## src/rtl/axil_rr_master.sv

```systemverilog
// Two-requester round-robin front end for a single AXI-Lite master port.
// One transaction in flight; per-phase stall counter flags slow slaves without aborting.
module axil_rr_master #(
    parameter int C_AXI_DATA_WIDTH = 32,
    parameter int C_AXI_ADDR_WIDTH = 8,
    parameter int MAX_WAIT         = 5
) (
    input  logic                          AXI_ACLK,
    input  logic                          AXI_ARESET,
    input  logic [1:0]                    req_valid,
    input  logic [1:0]                    req_write,
    input  logic [2*C_AXI_ADDR_WIDTH-1:0] req_addr,
    input  logic [2*C_AXI_DATA_WIDTH-1:0] req_wdata,
    output logic [1:0]                    req_ready,
    output logic [1:0]                    rsp_valid,
    output logic [C_AXI_DATA_WIDTH-1:0]   rsp_data,
    output logic [1:0]                    rsp_resp,
    output logic                          rsp_timeout,
    output logic [C_AXI_ADDR_WIDTH-1:0]   AXI_AWADDR,
    output logic                          AXI_AWVALID,
    input  logic                          AXI_AWREADY,
    output logic [C_AXI_DATA_WIDTH-1:0]   AXI_WDATA,
    output logic                          AXI_WVALID,
    input  logic                          AXI_WREADY,
    input  logic [1:0]                    AXI_BRESP,
    input  logic                          AXI_BVALID,
    output logic                          AXI_BREADY,
    output logic [C_AXI_ADDR_WIDTH-1:0]   AXI_ARADDR,
    output logic                          AXI_ARVALID,
    input  logic                          AXI_ARREADY,
    input  logic [C_AXI_DATA_WIDTH-1:0]   AXI_RDATA,
    input  logic                          AXI_RVALID,
    output logic                          AXI_RREADY
);

    localparam int AW = C_AXI_ADDR_WIDTH;
    localparam int DW = C_AXI_DATA_WIDTH;
    localparam int CW = (MAX_WAIT < 1) ? 1 : $clog2(MAX_WAIT + 1);
    localparam logic [CW-1:0] L_MAX  = CW'(MAX_WAIT);
    localparam logic [CW-1:0] L_LAST = L_MAX - CW'(1);

    localparam logic [2:0] S_IDLE    = 3'd0;
    localparam logic [2:0] S_WR_REQ  = 3'd1;
    localparam logic [2:0] S_WR_RESP = 3'd2;
    localparam logic [2:0] S_RD_REQ  = 3'd3;
    localparam logic [2:0] S_RD_DATA = 3'd4;
    localparam logic [2:0] S_DONE    = 3'd5;

    logic [2:0]    r_state;
    logic [2:0]    w_state_nxt;
    logic          r_last_grant;
    logic          r_grant;
    logic          r_awvalid;
    logic          r_wvalid;
    logic          r_arvalid;
    logic [CW-1:0] r_wait_cnt;
    logic          r_timeout;
    logic [DW-1:0] r_rsp_data;
    logic [1:0]    r_rsp_resp;
    logic [AW-1:0] r_addr;
    logic [DW-1:0] r_wdata;

    logic w_grant;
    logic w_accept;
    logic w_sel_write;
    logic w_aw_hs;
    logic w_w_hs;
    logic w_ar_hs;
    logic w_b_hs;
    logic w_r_hs;
    logic w_any_hs;
    logic w_wait_state;
    logic w_stall;
    logic w_aw_ok;
    logic w_w_ok;

    // On a tie the requester that did not win last time gets the port.
    always_comb begin
        w_grant = 1'b0;
        if (req_valid == 2'b11) begin
            w_grant = ~r_last_grant;
        end else begin
            w_grant = req_valid[1];
        end
    end

    assign w_accept    = (r_state == S_IDLE) && (|req_valid) && !AXI_ARESET;
    assign w_sel_write = req_write[w_grant];

    assign w_aw_hs  = r_awvalid && AXI_AWREADY;
    assign w_w_hs   = r_wvalid && AXI_WREADY;
    assign w_ar_hs  = r_arvalid && AXI_ARREADY;
    assign w_b_hs   = (r_state == S_WR_RESP) && AXI_BVALID;
    assign w_r_hs   = (r_state == S_RD_DATA) && AXI_RVALID;
    assign w_any_hs = w_aw_hs || w_w_hs || w_ar_hs || w_b_hs || w_r_hs;

    assign w_wait_state = (r_state == S_WR_REQ) || (r_state == S_WR_RESP) ||
                          (r_state == S_RD_REQ) || (r_state == S_RD_DATA);
    assign w_stall      = w_wait_state && !w_any_hs;

    // A channel is finished once its valid is gone or it handshakes this cycle.
    assign w_aw_ok = !r_awvalid || AXI_AWREADY;
    assign w_w_ok  = !r_wvalid || AXI_WREADY;

    always_comb begin
        w_state_nxt = r_state;
        case (r_state)
            S_IDLE:    if (w_accept) w_state_nxt = w_sel_write ? S_WR_REQ : S_RD_REQ;
            S_WR_REQ:  if (w_aw_ok && w_w_ok) w_state_nxt = S_WR_RESP;
            S_WR_RESP: if (AXI_BVALID) w_state_nxt = S_DONE;
            S_RD_REQ:  if (AXI_ARREADY) w_state_nxt = S_RD_DATA;
            S_RD_DATA: if (AXI_RVALID) w_state_nxt = S_DONE;
            S_DONE:    w_state_nxt = S_IDLE;
            default:   w_state_nxt = S_IDLE;
        endcase
    end

    always_ff @(posedge AXI_ACLK) begin
        if (AXI_ARESET) begin
            r_state      <= S_IDLE;
            r_last_grant <= 1'b1;
            r_grant      <= 1'b0;
            r_awvalid    <= 1'b0;
            r_wvalid     <= 1'b0;
            r_arvalid    <= 1'b0;
            r_wait_cnt   <= '0;
            r_timeout    <= 1'b0;
            r_rsp_data   <= '0;
            r_rsp_resp   <= 2'b00;
        end else begin
            r_state <= w_state_nxt;
            case (r_state)
                S_IDLE: begin
                    if (w_accept) begin
                        r_grant      <= w_grant;
                        r_last_grant <= w_grant;
                        r_timeout    <= 1'b0;
                        r_awvalid    <= w_sel_write;
                        r_wvalid     <= w_sel_write;
                        r_arvalid    <= !w_sel_write;
                    end
                end
                S_WR_REQ: begin
                    if (w_aw_hs) r_awvalid <= 1'b0;
                    if (w_w_hs)  r_wvalid  <= 1'b0;
                end
                S_RD_REQ: begin
                    if (w_ar_hs) r_arvalid <= 1'b0;
                end
                S_WR_RESP: begin
                    if (AXI_BVALID) begin
                        r_rsp_data <= '0;
                        r_rsp_resp <= AXI_BRESP;
                    end
                end
                S_RD_DATA: begin
                    if (AXI_RVALID) begin
                        r_rsp_data <= AXI_RDATA;
                        r_rsp_resp <= 2'b00;
                    end
                end
                default: ;
            endcase

            // Counts consecutive stalled cycles within a phase; saturates, never aborts.
            if (!w_stall) begin
                r_wait_cnt <= '0;
            end else if (r_wait_cnt != L_MAX) begin
                r_wait_cnt <= r_wait_cnt + CW'(1);
            end
            if (w_stall && (r_wait_cnt >= L_LAST)) begin
                r_timeout <= 1'b1;
            end
        end
    end

    always_ff @(posedge AXI_ACLK) begin
        if (w_accept) begin
            r_addr  <= w_grant ? req_addr[2*AW-1:AW]  : req_addr[AW-1:0];
            r_wdata <= w_grant ? req_wdata[2*DW-1:DW] : req_wdata[DW-1:0];
        end
    end

    assign req_ready   = w_accept ? {w_grant, !w_grant} : 2'b00;
    assign rsp_valid   = ((r_state == S_DONE) && !AXI_ARESET) ? {r_grant, !r_grant} : 2'b00;
    assign rsp_data    = r_rsp_data;
    assign rsp_resp    = r_rsp_resp;
    assign rsp_timeout = r_timeout;

    assign AXI_AWADDR  = r_addr;
    assign AXI_AWVALID = r_awvalid;
    assign AXI_WDATA   = r_wdata;
    assign AXI_WVALID  = r_wvalid;
    assign AXI_BREADY  = (r_state == S_WR_RESP) && !AXI_ARESET;
    assign AXI_ARADDR  = r_addr;
    assign AXI_ARVALID = r_arvalid;
    assign AXI_RREADY  = (r_state == S_RD_DATA) && !AXI_ARESET;

endmodule

```

## config.mk

```make
export PLATFORM = sky130hd
export DESIGN_NAME = axil_rr_master
export DESIGN_NICKNAME = d
export VERILOG_FILES = /design/src/rtl/axil_rr_master.sv
export SDC_FILE = /design/constraint.sdc
export NUM_CORES = 1
export LEC_CHECK = 0
export CAP_MARGIN = 20
export CORE_MARGIN = 8
export CORE_UTILIZATION = 41
export CTS_CLUSTER_DIAMETER = 40
export CTS_CLUSTER_SIZE = 25
export DETAILED_ROUTE_END_ITERATION = 7
export PLACE_DENSITY = 0.86
export SLEW_MARGIN = 0
export SYNTH_ARGS = -nofsm -noshare
export SYNTH_HDL_FRONTEND = slang
export SYNTH_SLANG_ARGS = --single-unit
```

## constraint.sdc

```tcl
create_clock -name AXI_ACLK -period 7.35 [get_ports AXI_ACLK]
set_clock_uncertainty 0.1 [all_clocks]
set_input_delay 1.1025 -clock AXI_ACLK [delete_from_list [all_inputs] [get_ports AXI_ACLK]]
set_output_delay 1.1025 -clock AXI_ACLK [all_outputs]
set_load 0.02 [all_outputs]
```

==> results of run 1 <==
## metal layers
metal	GRT usage	share of wire
met1	0.211	0.40
met3	0.0812	0.11
met4	0.0629	0.0056
met2	0.322	0.49
met5	0	0
## worst max-delay path: cells and delay by family
kind	cells	cell delay, ns
buffers and inverters	3	1.60
AND/OR/NAND/NOR	4	0.91
## layout by cell type (no fill, tap or decap), types with 3 or more instances in the layout
cell type	count
o21ai_0	4
a22oi_1	33
nor4b_1	3
a21oi_1	7
nand3b_1	5
nor2b_1	3
nand2_1	7
clkbuf_8	10
nor2_1	44
clkdlybuf4s50_1	215
inv_1	5
edfxtp_1	40
buf_4	3
mux2_2	40
dfxtp_1	46
## per-stage QoR
step / setup slack, ns / hold slack (ns) / cell area [sq um]
final: 2.51 / 0.388 / 6110
after global routing: 2.40 / 0.429 / 6110
after CTS: 2.47 / 0.392 / 6070
after detailed placement: 2.49 / 0.380 / 5890
after global placement: 2.54 / 0.370 / 5890
after floorplan: 3.01 / 0.345 / 3760
## kinds of logic after synthesis
logic type | after synthesis | share of synthesized area
AO/OA/AOI/OAI | 66 | 0.132
flip-flops | 86 | 0.564
XOR/XNOR | 1 | 0.00233
AND/OR/NAND/NOR | 78 | 0.114
buffers and inverters | 38 | 0.0585
adder cells (fa/ha/maj) | 2 | 0.00665
multiplexers | 41 | 0.122
## power by group through the flow
| stage | sequential, mW | clock, mW | combinational (mW) |
|---|---|---|---|
| 2_1_floorplan | 0.746 | 0 | 0.312 |
| 3_3_place_gp | 0.683 | 0 | 0.614 |
| 3_5_place_dp | 0.690 | 0 | 0.627 |
| 4_1_cts | 0.679 | 0.325 | 0.628 |
| 5_1_grt | 0.691 | 0.342 | 0.678 |
| 6_report | 0.679 | 0.313 | 0.635 |
## worst paths after layout
path                              startpoint       endpoint  slack (ns)  depth (start not counted)
worst max-delay path            req_valid[0]   req_ready[1]        2.51                          7
worst max register to register    r_state[0]  AXI_ARADDR[3]        5.11                          3
worst min-delay path                 r_grant        r_grant        0.39                          2
worst min register to register       r_grant        r_grant        0.39                          2
## cell type report
type / count / share of cell area
Timing Repair Buffer: 221 / 0.363
Sequential cell: 86 / 0.347
Multi-Input combinational cell: 188 / 0.233
Clock buffer: 11 / 0.0233
Tap cell: 111 / 0.0227
Clock inverter: 5 / 0.00696
Inverter: 5 / 0.00307
## state kept, by name, indices dropped and copies added (netlist names), 2 cells and up
name and cells:
r_state 3, rsp_resp 2, r_wait_cnt 3, rsp_data 32, AXI_ARADDR 8, AXI_WDATA 32
==> impl_metrics.tcl, run 1 <==
set metrics [dict create \
    status "finished, final reports clean" \
    swShare 0.344 \
    path_cells "clkdlybuf4s50_1, nor2_1, or4_4, nor2_4, buf_4, and2_1, clkdlybuf4s50_1" \
    grt-ovfl-total 0 \
    fin_tns_setup_ns 0 \
    holdCritPathClass "reg2reg" \
    yosysWarnings 0 \
    worst_path_max_delay_cell "clkdlybuf4s50_1" \
    drive_gt1_frac 0.147 \
    drt_wl_total_mm 12.1 \
    seq_area_frac_synth 0.564 \
    netlist_area_sq_um 3760 \
    p_leak_nw 2.15 \
    cp_max_fo 41 \
    syn-num-nets 439 \
    postCtsSetupBuffers 0 \
    clock_path_buffers 2 \
    min_period_over_period 0.658 \
    synth_seq_cells 86 \
    rows 35 \
    synth_area_leaders "edfxtp_1 32%, dfxtp_1 24%, mux2_2 12%" \
    antenna_found_initial 0 \
    synth-async-reset-ratio 0 \
    nets 638 \
    p_per_area_nw_per_um2 266 \
    clk_pin_slew_ns 0.08 \
    rsz0062_at_grt "false" \
    multi_input_area_sq_um 1430 \
    end_kind "output port" \
    p_clk_frac 0.193 \
    detail-route-antenna-nets 0 \
    drt_pass1_iterations 4 \
    ys_types 53 \
    gp_congestion 0.789 \
    die_w_um 112 \
    cts_resized 0 \
    remaining_drc_errors 0 \
    seq_area_sq_um 2120 \
    start_kind "primary input" \
    fin_cells 627 \
    port_buffers 216 \
    tritoncts "built" \
    cts_root_buf "clkbuf_8" \
    tightest_slew_ns 0.709 \
    timing.fmax_mhz 207 \
    routedWlPerCell_um 19.3 \
    p_total_mw 1.63 \
    die_area_sq_um 12500 \
    n_antenna_cell 0 \
    core-area_sq_um 9060 \
    synth_edf_count 40 \
    synth_cells 312 \
    relSlewSlack 0.526 \
    clock_latency_ns 0.35 \
    grt_pass1_vias 3376 \
    place_hpwl_mm 9.42 \
    ir_worst_vdd_mv 0.124 \
    cts_sinks 86 \
    vias_per_cell 5.10 \
    path_class "in2out" \
    post-place-cells 609 \
    maxCapViolations 0 \
    final-hold-violation-count 0 \
    drt-initial-drc-count 179 \
    synth_top_cell_area_share 0.319 \
    ys_top_cells_by_count "46 x dfxtp_1, 44 x nor2_1, 40 x edfxtp_1, 40 x mux2_2, 33 x a22oi_1" \
    p_seq_frac 0.417 \
    p_int_mw 1.07 \
    grt_usage 0.191 \
    synth_top_area_cell "edfxtp_1" \
    arrival_ns 3.64 \
    fin_crit_ns 4.84 \
    fill_cells 699 \
    htree_levels 3 \
    holdBufCountCts 0 \
    initial_core_util 0.415 \
    crit_path_max_incr_delay_ns 0.60 \
    die_h_um 112 \
    setup_viol 0 \
    area_growth_pct 62.4 \
    cts_buffers 9 \
    num_vias 3196 \
    p_switching_mw 0.560 \
    io_pins 217 \
    required_ns 6.15 \
    grt_max_degree 55 \
    comb_power_share 0.390 \
    utilization 0.675 \
    avgSynthCellArea_sq_um 12.1 \
    cp_common_cell "clkdlybuf4s50_1" \
    grt_pass1_wl_mm 18.7 \
    synth_ff_type "dfxtp_1" \
    drv_slew 0 \
    yosysMostFrequentCell "dfxtp_1" \
]
Note: power is estimated with default switching activity, not from simulation.
==> run 2: changes to the inputs <==
CORE_UTILIZATION = 35   (was 41)
PLACE_DENSITY = 0.78   (was 0.86)
clock period = 4.2 ns   (was 7.35 ns; I/O delays follow)
==> run 2 against run 1 <==
Sequential share of layout area is 0.15 points lower. Combinational power grew 75%. Die area up 15%. Critical path depth decreased by 2. Critical endpoint is now req_ready[0]. Routed wire length grew 0.55%. Utilization shrank 9.8 points. Clock power increased by 65%. Sequential cell count stayed put. Register-to-register slack got worse by 3.2 ns.
==> impl_metrics.tcl, run 2 (synthesis results as in run 1) <==
set metrics [dict create \
    timing.fmax_mhz 298 \
    cts_root_buf "clkbuf_8" \
    cp_max_fo 6 \
    ir_worst_vdd_mv 0.243 \
    fin_tns_setup_ns 0 \
    die_area_sq_um 14300 \
    cp_common_cell "clkdlybuf4s50_1" \
    crit_family "buffers and inverters" \
    cts_sinks 86 \
    rr_worst_depth 3 \
    path_cells "clkdlybuf4s50_1, nor2_1, or4_4, nor3_1, clkdlybuf4s50_1" \
    fin_crit_ns 3.36 \
    htree_levels 3 \
    clock_latency_ns 0.35 \
    hp-start "r_grant" \
    tritoncts "built" \
    drv_slew 0 \
    path_class "in2out" \
    grt_usage 0.164 \
    worst_path_max_delay_cell "clkdlybuf4s50_1" \
    clk_pin_slew_ns 0.08 \
    p_per_area_nw_per_um2 459 \
    post-place-cells 637 \
    die_w_um 120 \
    detail-route-antenna-nets 0 \
    swShare 0.337 \
    setup_viol 0 \
    hold_end "r_grant" \
    num_vias 3198 \
    reg2reg_to "AXI_WDATA[12]" \
    fill_cells 918 \
    mostFrequentLayoutCell "clkdlybuf4s50_1" \
    required_ns 3.47 \
    r2r_slack_ns 1.92 \
    area_growth_pct 63.1 \
    place_hpwl_mm 9.61 \
    vias_per_cell 4.88 \
    antenna_found_initial 0 \
    fin_ws_ns 0.843 \
    postCtsSetupBuffers 0 \
    cts_resized 0 \
    initial_core_util 0.354 \
    drt-initial-drc-count 207 \
    r2r_start "r_state[0]" \
    drive_gt1_frac 0.142 \
    drt_pass1_iterations 4 \
    end_kind "output port" \
    gp_congestion 0.781 \
    rows 38 \
    clock_path_buffers 2 \
    arrival_ns 2.63 \
    p_seq_frac 0.422 \
    p_total_mw 2.82 \
    drt_wl_total_mm 12.2 \
    nets 637 \
    grt_pass1_vias 3335 \
    p_clk_frac 0.184 \
    mostFrequentLayoutCells "215 x clkdlybuf4s50_1, 46 x dfxtp_1, 44 x nor2_1" \
    crit_start "req_valid[0]" \
    routedWlPerCell_um 18.6 \
    comb_power_share 0.394 \
    holdBufCountCts 0 \
    p_int_mw 1.87 \
    final-hold-violation-count 0 \
    holdCritPathClass "reg2reg" \
    n_antenna_cell 0 \
    maxCapViolations 0 \
    grt_max_degree 55 \
    rsz0062_at_grt "false" \
    relSlewSlack 0.378 \
    cp_num_buf_inv 2 \
    holdWs_ns 0.378 \
    p_leak_nw 2.14 \
    grt_pass1_wl_mm 18.7 \
    tightest_slew_ns 0.933 \
    hold_path_depth 2 \
    start_kind "primary input" \
    port_buffers 216 \
    crit_path_max_incr_delay_ns 0.64 \
    fin_cells 655 \
    min_period_over_period 0.799 \
    remaining_drc_errors 0 \
    io_pins 217 \
    grt-ovfl-total 0 \
    die_h_um 120 \
    core-area_sq_um 10700 \
    cts_buffers 9 \
    place_ws_ns 0.834 \
    status "finished, final reports clean" \
    p_switching_mw 0.950 \
]
## run 2: tightest hold or removal path, stage by stage (launching register included)
cell     delay (ns)
dfxtp_1        0.32
nand2_1        0.05
a21oi_1        0.06
## run 2: routing by layer
layer | wire, um | GRT usage | share of wire | vias up
li1 | - | - | - | 1535
met1 | 4900 | 0.184 | 0.40 | 1497
met2 | 5940 | 0.280 | 0.49 | 161
met3 | 1280 | 0.0719 | 0.11 | 5
met4 | 68 | 0.0398 | 0.0056 | 0
met5 | 0 | 0 | 0 | -
## run 2: layout make-up
| type | count | area (sq um) | area share |
|---|---|---|---|
| repair buffers | 220 | 2220 | 0.362 |
| flip-flops and latches | 86 | 2120 | 0.346 |
| multi-input cells | 188 | 1430 | 0.232 |
| well taps | 140 | 175 | 0.0285 |
| clock buffers | 13 | 153 | 0.0249 |
| clock inverters | 3 | 20.0 | 0.00326 |
| inverters | 5 | 18.8 | 0.00306 |
## run 2: worst max path at each step
stage / to / slack (ns) / depth (start not counted)
2_1_floorplan: req_ready[1] / 0.81 / 5
3_3_place_gp: req_ready[0] / 0.85 / 5
3_5_place_dp: req_ready[1] / 0.83 / 6
4_1_cts: req_ready[0] / 0.83 / 5
5_1_grt: req_ready[0] / 0.76 / 5
6_report: req_ready[0] / 0.84 / 5
## run 2: power by group through the flow
stage | Clock, mW | Combinational [mW] | Sequential, mW
final | 0.518 | 1.11 | 1.19
after detailed placement | 0 | 1.09 | 1.21
after CTS | 0.541 | 1.10 | 1.19
after global placement | 0 | 1.08 | 1.20
after global routing | 0.573 | 1.19 | 1.21
after floorplan | 0 | 0.546 | 1.31
## run 2: per-stage QoR
step                 util  instance area (sq um)
floorplan               -                   3760
global placement    0.555                   5920
detailed placement  0.555                   5920
CTS                 0.572                   6090
global route        0.577                   6140
finish              0.577                   6140
==> run 3: changes to the inputs <==
clock period = 3 ns   (was 4.2 ns; I/O delays follow)
==> run 3 against run 2 <==
Sequential power is 34% higher. Sequential share of layout area is 0.45 points lower. Cell count is 0.92% higher. Register-to-register slack worse by 0.83 ns. Hold slack worse by 0.0014 ns. First-iteration DRC count is 21% lower. Die area stayed put. Via count is 1.2% higher. Sequential cell count stayed put. Total power is 47% higher. Utilization is 0.76 points higher. Critical endpoint unchanged. Largest power group is now combinational logic.
==> impl_metrics.tcl, run 3 (synthesis results as in run 1) <==
set metrics [dict create \
    status "finished, final reports clean" \
    cp_common_cell "clkdlybuf4s50_1" \
    num_vias 3237 \
    path_class "in2out" \
    fin_crit_ns 2.88 \
    cts_root_buf "clkbuf_8" \
    mostFrequentLayoutCells "215 x clkdlybuf4s50_1, 46 x dfxtp_1, 44 x nor2_1" \
    swShare 0.328 \
    min_period_over_period 0.959 \
    port_buffers 216 \
    clock_path_buffers 2 \
    antenna_found_initial 1 \
    postCtsSetupBuffers 0 \
    p_leak_nw 2.18 \
    cts_sinks 86 \
    grt_max_degree 41 \
    detail-route-antenna-nets 0 \
    io_pins 217 \
    clk_pin_slew_ns 0.08 \
    remaining_drc_errors 0 \
    seq_area_sq_um 2120 \
    drive_gt1_frac 0.152 \
    drt-initial-drc-count 163 \
    place_hpwl_mm 9.57 \
    vias_per_cell 4.90 \
    core-area_sq_um 10700 \
    drt_wl_total_mm 12.2 \
    p_per_area_nw_per_um2 664 \
    start_kind "primary input" \
    worst_path_max_delay_cell "clkdlybuf4s50_1" \
    multi_input_area_sq_um 1430 \
    nets 643 \
    grt_pass1_wl_mm 19.0 \
    fin_tns_setup_ns 0 \
    utilization 0.584 \
    setup_viol 0 \
    p_seq_frac 0.384 \
    fin_cells 661 \
    final-hold-violation-count 0 \
    p_int_mw 2.78 \
    post-place-cells 644 \
    grt-ovfl-total 0 \
    die_w_um 120 \
    n_antenna_cell 0 \
    required_ns 2.45 \
    placed_area_sq_um 5980 \
    fin_area_sq_um 6220 \
    fin_ws_ns 0.124 \
    clock_latency_ns 0.35 \
    cts_buffers 9 \
    drt_pass1_iterations 4 \
    tritoncts "built" \
    gp_congestion 0.773 \
    initial_core_util 0.354 \
    routedWlPerCell_um 18.4 \
    rsz0062_at_grt "false" \
    relSlewSlack 0.663 \
    fill_cells 888 \
    arrival_ns 2.33 \
    die_area_sq_um 14300 \
    path_cells "clkdlybuf4s50_1, nor2_1, or4_4, nor3_1, clkdlybuf4s50_1" \
    timing.fmax_mhz 348 \
    comb_power_share 0.406 \
    maxCapViolations 0 \
    cp_max_fo 3 \
    holdWs_ns 0.377 \
    tightest_slew_ns 0.505 \
    p_clk_frac 0.211 \
    grt_pass1_vias 3462 \
    drv_slew 0 \
    grt_usage 0.167 \
    ir_worst_vdd_mv 0.348 \
    htree_levels 3 \
    holdBufCountCts 0 \
    p_total_mw 4.13 \
    rows 38 \
    holdCritPathClass "reg2reg" \
    cts_resized 0 \
    p_switching_mw 1.35 \
    die_h_um 120 \
    end_kind "output port" \
    place_ws_ns 0.100 \
    crit_path_max_incr_delay_ns 0.63 \
    area_growth_pct 65.3 \
    mostFrequentLayoutCell "clkdlybuf4s50_1" \
]
[run 3: power by group through the flow]
stage | Clock [mW] | Combinational (mW) | Sequential (mW)
after floorplan | 0 | 0.769 | 1.83
after global placement | 0 | 1.63 | 1.60
after detailed placement | 0 | 1.66 | 1.61
after CTS | 0.907 | 1.67 | 1.59
after global routing | 0.949 | 1.81 | 1.61
final | 0.870 | 1.68 | 1.59
[run 3: per-layer routing]
| layer | GRT usage | up-vias | wire [um] |
|---|---|---|---|
| met3 | 0.0766 | 8 | 1220 |
| met4 | 0.0422 | 2 | 72 |
| met2 | 0.283 | 149 | 5890 |
| li1 | - | 1543 | - |
| met1 | 0.187 | 1535 | 4980 |
| met5 | 0 | - | 20 |
[run 3: cell type report]
type / count / share of cell area
clock inverter: 6 / 0.0139
sequential: 86 / 0.341
timing repair buffer: 226 / 0.364
inverter: 5 / 0.00302
clock buffer: 10 / 0.0205
tap: 140 / 0.0282
multi-input combinational: 188 / 0.229
[run 3: final timing paths]
check	start	to	slack, ns	depth (start not counted)
setup / recovery	req_valid[1]	req_ready[0]	0.12	5
hold / removal	r_grant	r_grant	0.38	2
setup reg to reg	r_state[0]	AXI_WDATA[21]	1.09	3
hold reg to reg	r_grant	r_grant	0.38	2
[run 3: critical path: cells and delay by family]
family	cells	cell delay (ns)
buffers and inverters	2	1.13
AND/OR/NAND/NOR	3	0.74
